`src/rtl/pacman_pkg.sv`:
```
// pacman_pkg: shared direction codes, FSM states and direction helpers
package pacman_pkg;
    typedef enum logic [1:0] {DIR_UP, DIR_RIGHT, DIR_DOWN, DIR_LEFT} dir_t;
    typedef enum logic [1:0] {ST_IDLE, ST_MOVING, ST_BLOCKED} state_t;
    function automatic logic [1:0] opposite(input logic [1:0] d);
        return d ^ 2'd2;
    endfunction
endpackage

```
`src/rtl/pacman_dir_control_press_encoder.sv`:
```
// press_encoder: priority-encodes four press pulses (UP > RIGHT > DOWN > LEFT)
module press_encoder
    import pacman_pkg::*;
(
    input  logic       up,
    input  logic       right,
    input  logic       down,
    input  logic       left,
    output logic       valid,
    output logic [1:0] code
);
    assign valid = up | right | down | left;
    assign code  = up ? DIR_UP : right ? DIR_RIGHT : down ? DIR_DOWN : DIR_LEFT;
endmodule

```
`src/rtl/pacman_dir_control.sv`:
```
// pacman_dir_control: turns press pulses into a held direction with a queued, expiring pre-turn
module pacman_dir_control
    import pacman_pkg::*;
#(
    parameter int QUEUE_TICKS = 8,
    parameter int RESET_DIR   = 3
) (
    input  logic       d_clk,
    input  logic       rst_n,
    input  logic       press_up,
    input  logic       press_right,
    input  logic       press_down,
    input  logic       press_left,
    input  logic       move_tick,
    input  logic [3:0] turn_ok,
    output logic [1:0] dir_out,
    output logic       moving,
    output logic       pending_valid,
    output logic       turn_pulse
);
    localparam int AW = QUEUE_TICKS > 1 ? $clog2(QUEUE_TICKS) : 1;
    localparam logic [AW-1:0] AGE_MAX = AW'(QUEUE_TICKS - 1);

    state_t          st, st_n;
    logic [1:0]      dir, dir_n, pend, pend_n, ep, p_code;
    logic            pv, pv_n, epv, p_vld, rev, same, take, chg;
    logic [AW-1:0]   age, age_n, ea;

    press_encoder u_enc (
        .up    (press_up),
        .right (press_right),
        .down  (press_down),
        .left  (press_left),
        .valid (p_vld),
        .code  (p_code)
    );

    // a same-cycle press replaces the held turn before the tick is evaluated
    assign rev  = st == ST_MOVING && p_vld && p_code == opposite(dir);
    assign same = st == ST_MOVING && p_vld && p_code == dir;
    assign epv  = p_vld ? !same : pv;
    assign ep   = p_vld ? p_code : pend;
    assign ea   = p_vld ? '0 : age;
    assign take = move_tick && epv && turn_ok[ep];

    always_comb begin
        st_n   = st;
        dir_n  = dir;
        pend_n = ep;
        pv_n   = epv;
        age_n  = ea;
        if (rev) begin
            dir_n = p_code;
            pv_n  = 1'b0;
            age_n = '0;
        end else if (take) begin
            dir_n = ep;
            pv_n  = 1'b0;
            age_n = '0;
            st_n  = ST_MOVING;
        end else if (move_tick) begin
            st_n = st == ST_IDLE ? ST_IDLE : turn_ok[dir] ? ST_MOVING : ST_BLOCKED;
            if (epv) begin
                pv_n  = ea != AGE_MAX;
                age_n = ea == AGE_MAX ? '0 : ea + 1'b1;
            end
        end
    end

    always_ff @(posedge d_clk or negedge rst_n) begin
        if (!rst_n) begin
            st         <= ST_IDLE;
            dir        <= 2'(RESET_DIR);
            pend       <= '0;
            pv         <= 1'b0;
            age        <= '0;
            chg        <= 1'b0;
            turn_pulse <= 1'b0;
            moving     <= 1'b0;
        end else begin
            st         <= st_n;
            dir        <= dir_n;
            pend       <= pend_n;
            pv         <= pv_n;
            age        <= age_n;
            chg        <= dir_n != dir;
            turn_pulse <= chg;
            moving     <= st_n == ST_MOVING;
        end
    end

    assign dir_out       = dir;
    assign pending_valid = pv;
endmodule

```
`config.mk`:
```
export PLATFORM = sky130hd
export DESIGN_NAME = pacman_dir_control
export DESIGN_NICKNAME = d
export VERILOG_FILES = /design/src/rtl/pacman_pkg.sv /design/src/rtl/pacman_dir_control_press_encoder.sv /design/src/rtl/pacman_dir_control.sv
export SDC_FILE = /design/constraint.sdc
export NUM_CORES = 1
export LEC_CHECK = 0
export ABC_CLOCK_PERIOD_IN_PS = 4700
export BUFFER_PORTS_ARGS = -buffer_cell sky130_fd_sc_hd__clkbuf_2
export CORE_MARGIN = 2
export CORE_UTILIZATION = 40
export DETAILED_ROUTE_END_ITERATION = 8
export HOLD_SLACK_MARGIN = 0.02
export SYNTH_ARGS = -nofsm -noshare
export SYNTH_HDL_FRONTEND = slang
export SYNTH_HIERARCHICAL = 1
export SYNTH_SLANG_ARGS = --single-unit
```
`constraint.sdc`:
```
create_clock -name d_clk -period 4.7 [get_ports d_clk]
set_input_delay 0.47 -clock d_clk [delete_from_list [all_inputs] [get_ports d_clk]]
set_output_delay 0.47 -clock d_clk [all_outputs]
set_load 0.01 [all_outputs]
```
==> results of run 1 <==
==> critical path, delay by kind of cell <==
family	cells	cell delay, ns
AO/OA/AOI/OAI	2	0.47
AND/OR/NAND/NOR	2	0.55
buffers and inverters	2	0.20
multiplexers	3	0.72
==> cells in the final DEF, fill, tap and decap left out, types with 3 or more instances in the layout <==
cell type,n
clkbuf_2,15
dfrtp_1,11
nor2_1,7
mux2i_1,5
and2b_2,5
inv_1,4
a21oi_1,3
xnor2_1,3
o21ai_0,3
clkbuf_4,3
==> state kept, by name, summed over array words and instances (netlist names) <==
register / cells
turn_pulse: 1
age: 3
pending_valid: 1
pend: 2
moving: 1
chg: 1
st: 2
dir_out: 2
==> final cells by class <==
cell class / count / area share [%]
clock buffer: 4 / 2.88
tap: 27 / 3.70
timing repair buffer: 15 / 8.23
sequential: 13 / 35.9
inverter: 5 / 2.33
multi-input combinational: 51 / 46.9
==> worst max path at each step <==
| stage | start | endpoint | slack [ns] | cells after the start |
|---|---|---|---|---|
| after floorplan | press_right | moving$_DFF_PN0_ | 2.61 | 9 |
| after CTS | press_right | moving$_DFF_PN0_ | 2.44 | 9 |
| final | press_right | moving$_DFF_PN0_ | 2.46 | 9 |
| after global placement | press_right | st[0]$_DFF_PN0_ | 2.18 | 9 |
| after global routing | press_right | moving$_DFF_PN0_ | 2.28 | 9 |
| after detailed placement | press_right | moving$_DFF_PN0_ | 2.15 | 9 |
==> stage by stage <==
| step | util (%) | total power, mW | area, µm² |
|---|---|---|---|
| 2_1_floorplan | - | 0.321 | 788 |
| 3_3_place_gp | 46.6 | 0.373 | 886 |
| 3_5_place_dp | 46.6 | 0.375 | 886 |
| 4_1_cts | 48.0 | 0.446 | 912 |
| 5_1_grt | 48.0 | 0.478 | 912 |
| 6_report | 48.0 | 0.440 | 912 |
==> power by group through the flow <==
| stage | Combinational [mW] | Sequential (mW) | Clock [mW] |
|---|---|---|---|
| 5_1_grt | 0.202 | 0.196 | 0.0796 |
| 6_report | 0.183 | 0.188 | 0.0687 |
| 3_3_place_gp | 0.183 | 0.190 | 0 |
| 2_1_floorplan | 0.127 | 0.194 | 0 |
| 3_5_place_dp | 0.184 | 0.191 | 0 |
| 4_1_cts | 0.185 | 0.189 | 0.0720 |
==> layer usage <==
layer,wire [µm],track usage (%)
met5,0,0
met4,27,7.14
met3,65,6.48
met2,615,22.5
met1,679,17.6
==> cells by family after synthesis <==
logic type / Yosys count / share of synthesized area [%]
AOI/OAI and AO/OA: 20 / 19.7
and+or+nand+nor: 17 / 12.1
DFF: 13 / 41.6
muxes: 9 / 16.0
buffers and inverters: 6 / 4.13
xor gates and xnor gates: 3 / 3.33
adders and majority gates: 2 / 3.17
==> cells in the mapped netlist, types with 2 or more instances <==
master,count,area [µm²]
dfrtp_1,11,275
nor2_1,7,26.3
and2b_2,5,43.8
mux2i_1,5,50.1
inv_1,4,15.0
a21oi_1,3,15.0
o21ai_0,3,15.0
xnor2_1,3,26.3
a31oi_1,2,12.5
dfstp_2,2,52.6
ha_1,2,25.0
nand2_1,2,7.51
o21bai_1,2,15.0
==> results.toml, run 1 <==
[outcome]
status = "complete, no violations"

[timing]
setup_viol = 0
finalMaxSlewViolations = 0
slew_headroom_pct = 69.8
tns_ns = 0
hold_viol = 0
min_period_ns = 2.24
whs_ns = 0.0724
layout_setup_ws_ns = 2.46
max_freq_ghz = 0.446
finalCritPeriodShare_pct = 47.7
worst_slew_pin_slew_ns = 0.454
skew_ns = 0.00510
rsz0062_at_grt = "false"

[floorplan]
die-area_mm2 = 0.00234
ios = 16
fp.dieW_um = 48.4
dieHeight_um = 48.4
start_util_pct = 41.4
rows = 16
core_mm2 = 0.00190

[synthesis]
synth-main-ff-cell = "dfrtp_1"
ys_ff_latch = 13
syn_area_um2 = 788
synth_edf_count = 0
synth_cell_types = 32
syn_nets = 83
synthCells = 70
ys_warn_count = 6
async_flop_share_pct = 100
avgSynthCellArea_um2 = 11.3
yosysSeqAreaShare_pct = 41.6

[power]
swShare_pct = 36.5
seqPwrFrac_pct = 42.8
power.density_mw_per_mm2 = 482
intPower_uw = 279
power_frac_clock_pct = 15.6
p_leak_nw = 0.438
p_comb_share_pct = 41.6
vdd_drop_max_mv = 0.301
switchingPower_uw = 161

[finish]
nFillCells = 171
area_growth_pct = 15.7
seq_area_um2 = 328
antennaDiodeCount = 0
final_nets = 102
final_layout_size_suffix_gt1_share_pct = 43.2
multiInputGateArea_um2 = 428
final_cells = 115

[route]
drtPass1Iterations = 4
post_drt_wl_per_cell_um = 12.1
initialDrtViolationCount = 17
vias = 579
routed_wirelength_um = 1390
ant_nets = 0
drc_errors = 0
vias_per_cell = 5.03

[grt]
antenna_found_initial = 0
grt_util_all_layers_pct = 14.7
grt-ovfl-total = 0
grt_pass1_vias = 568
grt_max_degree = 14
grt_pass1_wl_um = 2500

[placed_design]
port_buffers = 15
dp_hpwl_um = 1100
dp_slack_ns = 2.15
gp_congestion = 0.736
dp_cells = 111

[clocking]
cts_resized = 0
clkTransAtPathRegs_ns = 0.08
cts_setup_buffers = 0
numCtsBuffers = 3
cts_sinks = 13
ctsLongestPathBuffers = 2
cts_htree_levels = 1
clkLatencyLatePin_ns = 0.28
cts_root_buffer = "clkbuf_4"
hold_buffers = 0
cts_tree = "done"

[worst_setup_path]
r2r_end = "dir_out[1]$_DFF_PN1_"
worstSetupPathType = "in -> reg"
r2r_cells = 4
start_kind = "primary input"
cpPeakStageDelay_ns = 0.32
arrival_ns = 2.41
worstPathMaxFanout = 10
cp_slowest_cell = "mux2i_4"
end_kind = "flip-flop"
path_cells = "clkbuf_2, nor2_2, nand2_1, mux2i_4, inv_4, mux2i_1, mux2i_2, a31o_2, o21bai_1"
reg2reg_from = "dir_out[0]$_DFF_PN1_"
r2r_slack_ns = 3.00
cp.required_ns = 4.86

[flow_run]
maxCapViolations = 0

[hold_path]
hold_path.class = "in -> async"
No activity file was read; power rests on OpenSTA's default activity.
==> run 2: changes to the inputs <==
--- a/config.mk
+++ b/config.mk
@@ -5,7 +5,8 @@
 export SDC_FILE = /design/constraint.sdc
 export NUM_CORES = 1
 export LEC_CHECK = 0
-export ABC_CLOCK_PERIOD_IN_PS = 4700
+export ABC_AREA = 1
+export ABC_CLOCK_PERIOD_IN_PS = 2150
 export BUFFER_PORTS_ARGS = -buffer_cell sky130_fd_sc_hd__clkbuf_2
 export CORE_MARGIN = 2
 export CORE_UTILIZATION = 40
==> constraint.sdc (replaced) <==
create_clock -name d_clk -period 2.15 [get_ports d_clk]
set_input_delay 0.215 -clock d_clk [delete_from_list [all_inputs] [get_ports d_clk]]
set_output_delay 0.215 -clock d_clk [all_outputs]
set_load 0.01 [all_outputs]
==> results.toml, run 2 <==
[clocking]
cts_sinks = 13
ctsLongestPathBuffers = 2
cts_tree = "done"
cts_root_buffer = "clkbuf_4"
clkLatencyLatePin_ns = 0.29
cts_setup_buffers = 0
numCtsBuffers = 3
cts_htree_levels = 1
clkTransAtPathRegs_ns = 0.09

[finish]
multiInputGateArea_um2 = 435
antennaDiodeCount = 0
largest_register_ff_count = 3
final_common_cell = "nand2_1"
top_register = "age"
final_cell_mix = "nand2_1 (24), inv_1 (15), clkbuf_2 (15), dfrtp_1 (11)"
postLayoutCellArea_um2 = 980
final_layout_size_suffix_gt1_share_pct = 34.6
area_growth_pct = 15.8
seq_area_um2 = 328
final_nets = 141
nFillCells = 204

[floorplan]
fp.dieW_um = 50.0
die-area_mm2 = 0.00250
ios = 16
core_mm2 = 0.00198
start_util_pct = 42.7
dieHeight_um = 50.0
rows = 16

[power]
seqPwrFrac_pct = 40.2
switchingPower_uw = 430
power.density_mw_per_mm2 = 1030
intPower_uw = 580
fin_total_pwr_mw = 1.01
swShare_pct = 42.6
power_frac_clock_pct = 15.8
p_comb_share_pct = 44.0
vdd_drop_max_mv = 0.461
p_leak_nw = 0.518

[synthesis]
synth_commonest_cells = "nand2_1 (24), inv_1 (15), dfrtp_1 (11)"
ys_ff_latch = 13
avgSynthCellArea_um2 = 7.83
synth-main-ff-cell = "dfrtp_1"
synth.area.top_cells = "dfrtp_1 (33%), nand2_1 (11%), inv_1 (6.7%)"
synthCells = 108
synth_xor_xnor_area_share_pct = 1.04
ys_warn_count = 6
async_flop_share_pct = 100
yosysTopAreaCell = "dfrtp_1"
yosysSeqAreaShare_pct = 38.8
synth_cell_types = 24
synth_compound_area_share_pct = 10.5
yosys.cell_count.top_type = "nand2_1"
syn_nets = 121
muxShareOfSynthArea_pct = 0
synthAdderAreaFrac_pct = 2.96
syn_area_um2 = 846
synth_edf_count = 0
synthSimpleGateAreaFrac_pct = 37.0
synth_top_family_by_area = "simple AND/OR/NAND/NOR gates"
synth_top_area_share_pct = 32.5

[route]
vias_per_cell = 4.75
ant_nets = 0
drc_errors = 0
vias = 732
initialDrtViolationCount = 11
routed_wirelength_um = 1580
drtPass1Iterations = 5
post_drt_wl_per_cell_um = 10.3

[grt]
grt_pass1_vias = 696
grt_util_all_layers_pct = 16.1
antenna_found_initial = 0
grt_pass1_wl_um = 2960
grt_max_degree = 14
grt-ovfl-total = 0

[timing]
whs_ns = 0.121
rsz0062_at_grt = "false"
max_freq_ghz = 0.624
min_period_ns = 1.60
tns_ns = 0
worst_slew_pin_slew_ns = 0.333
finalCritPeriodShare_pct = 74.6
hold_viol = 0
setup_viol = 0
slew_headroom_pct = 77.7
skew_ns = 0.0139
finalMaxSlewViolations = 0

[worst_setup_path]
end_kind = "flip-flop"
reg2reg_from = "dir_out[0]$_DFF_PN1_"
arrival_ns = 1.79
worstSetupPathType = "reg -> reg"
crit_path_start = "dir_out[0]$_DFF_PN1_"
cp.required_ns = 2.34
r2r_slack_ns = 0.55
start_kind = "flip-flop"
worstPathMaxFanout = 9

[hold_path]
hold_path.class = "in -> reg"
min_from = "move_tick"

[placed_design]
dp_hpwl_um = 1240
place_area_um2 = 943
port_buffers = 15
gp_congestion = 0.848

[outcome]
status = "complete, no violations"

[flow_run]
maxCapViolations = 0
==> run 2: changes by cell type after synthesis, sizes merged, moves of 3 or more <==
cell   delta
and2b     -5
inv      +14
mux2i     -7
nand2    +30
nand3     +8
nand4     +4
nor2      +3
==> run 2: path summary, 6_finish.rpt <==
path / endpoint / cells past startpoint
setup / recovery: chg$_DFF_PN0_ / 11
hold / removal: pending_valid$_DFF_PN0_ / 2
setup reg to reg: chg$_DFF_PN0_ / 11
hold reg to reg: turn_pulse$_DFF_PN0_ / 0
max in group asynchronous: dir_out[0]$_DFF_PN1_ / 2
min in group asynchronous: chg$_DFF_PN0_ / 2
==> run 2: metrics by stage <==
stage / util (%) / std cells / setup WS (ns)
6_report: 49.4 / 154 / 0.546
5_1_grt: 49.4 / 154 / 0.396
4_1_cts: 49.4 / 154 / 0.527
3_5_place_dp: 47.6 / 149 / 0.347
3_3_place_gp: 47.6 / 149 / 0.398
2_1_floorplan: - / 108 / 0.651
==> run 2: logic make-up after synthesis <==
family / Yosys count
simple gates: 58
buf+inv: 20
compound gates: 14
flops: 13
fa+ha+maj: 2
xor+xnor: 1
==> run 2: per-layer routing <==
layer	vias up	share of wire, %	wire, µm	GRT usage (%)
met2	11	47	746	26.1
li1	384	-	-	-
met4	0	2.7	42	8.33
met1	332	47	746	19.8
met5	-	0	0	0
met3	5	3.0	48	3.64
==> run 2: power groups by stage <==
| stage | sequential (mW) | combinational [mW] | clock, mW |
|---|---|---|---|
| 5_1_grt | 0.419 | 0.511 | 0.187 |
| 6_report | 0.406 | 0.444 | 0.160 |
| 3_5_place_dp | 0.413 | 0.450 | 0 |
| 2_1_floorplan | 0.421 | 0.314 | 0 |
| 4_1_cts | 0.409 | 0.453 | 0.166 |
| 3_3_place_gp | 0.411 | 0.446 | 0 |
==> run 2: worst max-delay path, stage by stage, from the launching register on <==
cell and delay [ns]:
dfstp_2 0.62, inv_2 0.06, nand2_2 0.05, nand2_2 0.06
nand3_2 0.09, nand2_4 0.07, nor2_8 0.15, nand2_4 0.08
nand2_1 0.08, nand3_1 0.10, nand3_2 0.08, nand3_2 0.05
==> run 2: area by class of cell <==
cell class | count | share of cell area (%)
tap | 27 | 3.45
clock buffer | 4 | 2.68
timing repair buffer | 16 | 8.68
inverter | 19 | 7.28
sequential | 13 | 33.5
multi-input combinational | 75 | 44.4
==> run 2: repair_timing <==
action | in CTS | in global routing
resized for setup | 0 | 0
hold buffers | 1 | 0
endpoints found under the hold margin | 11 | 0
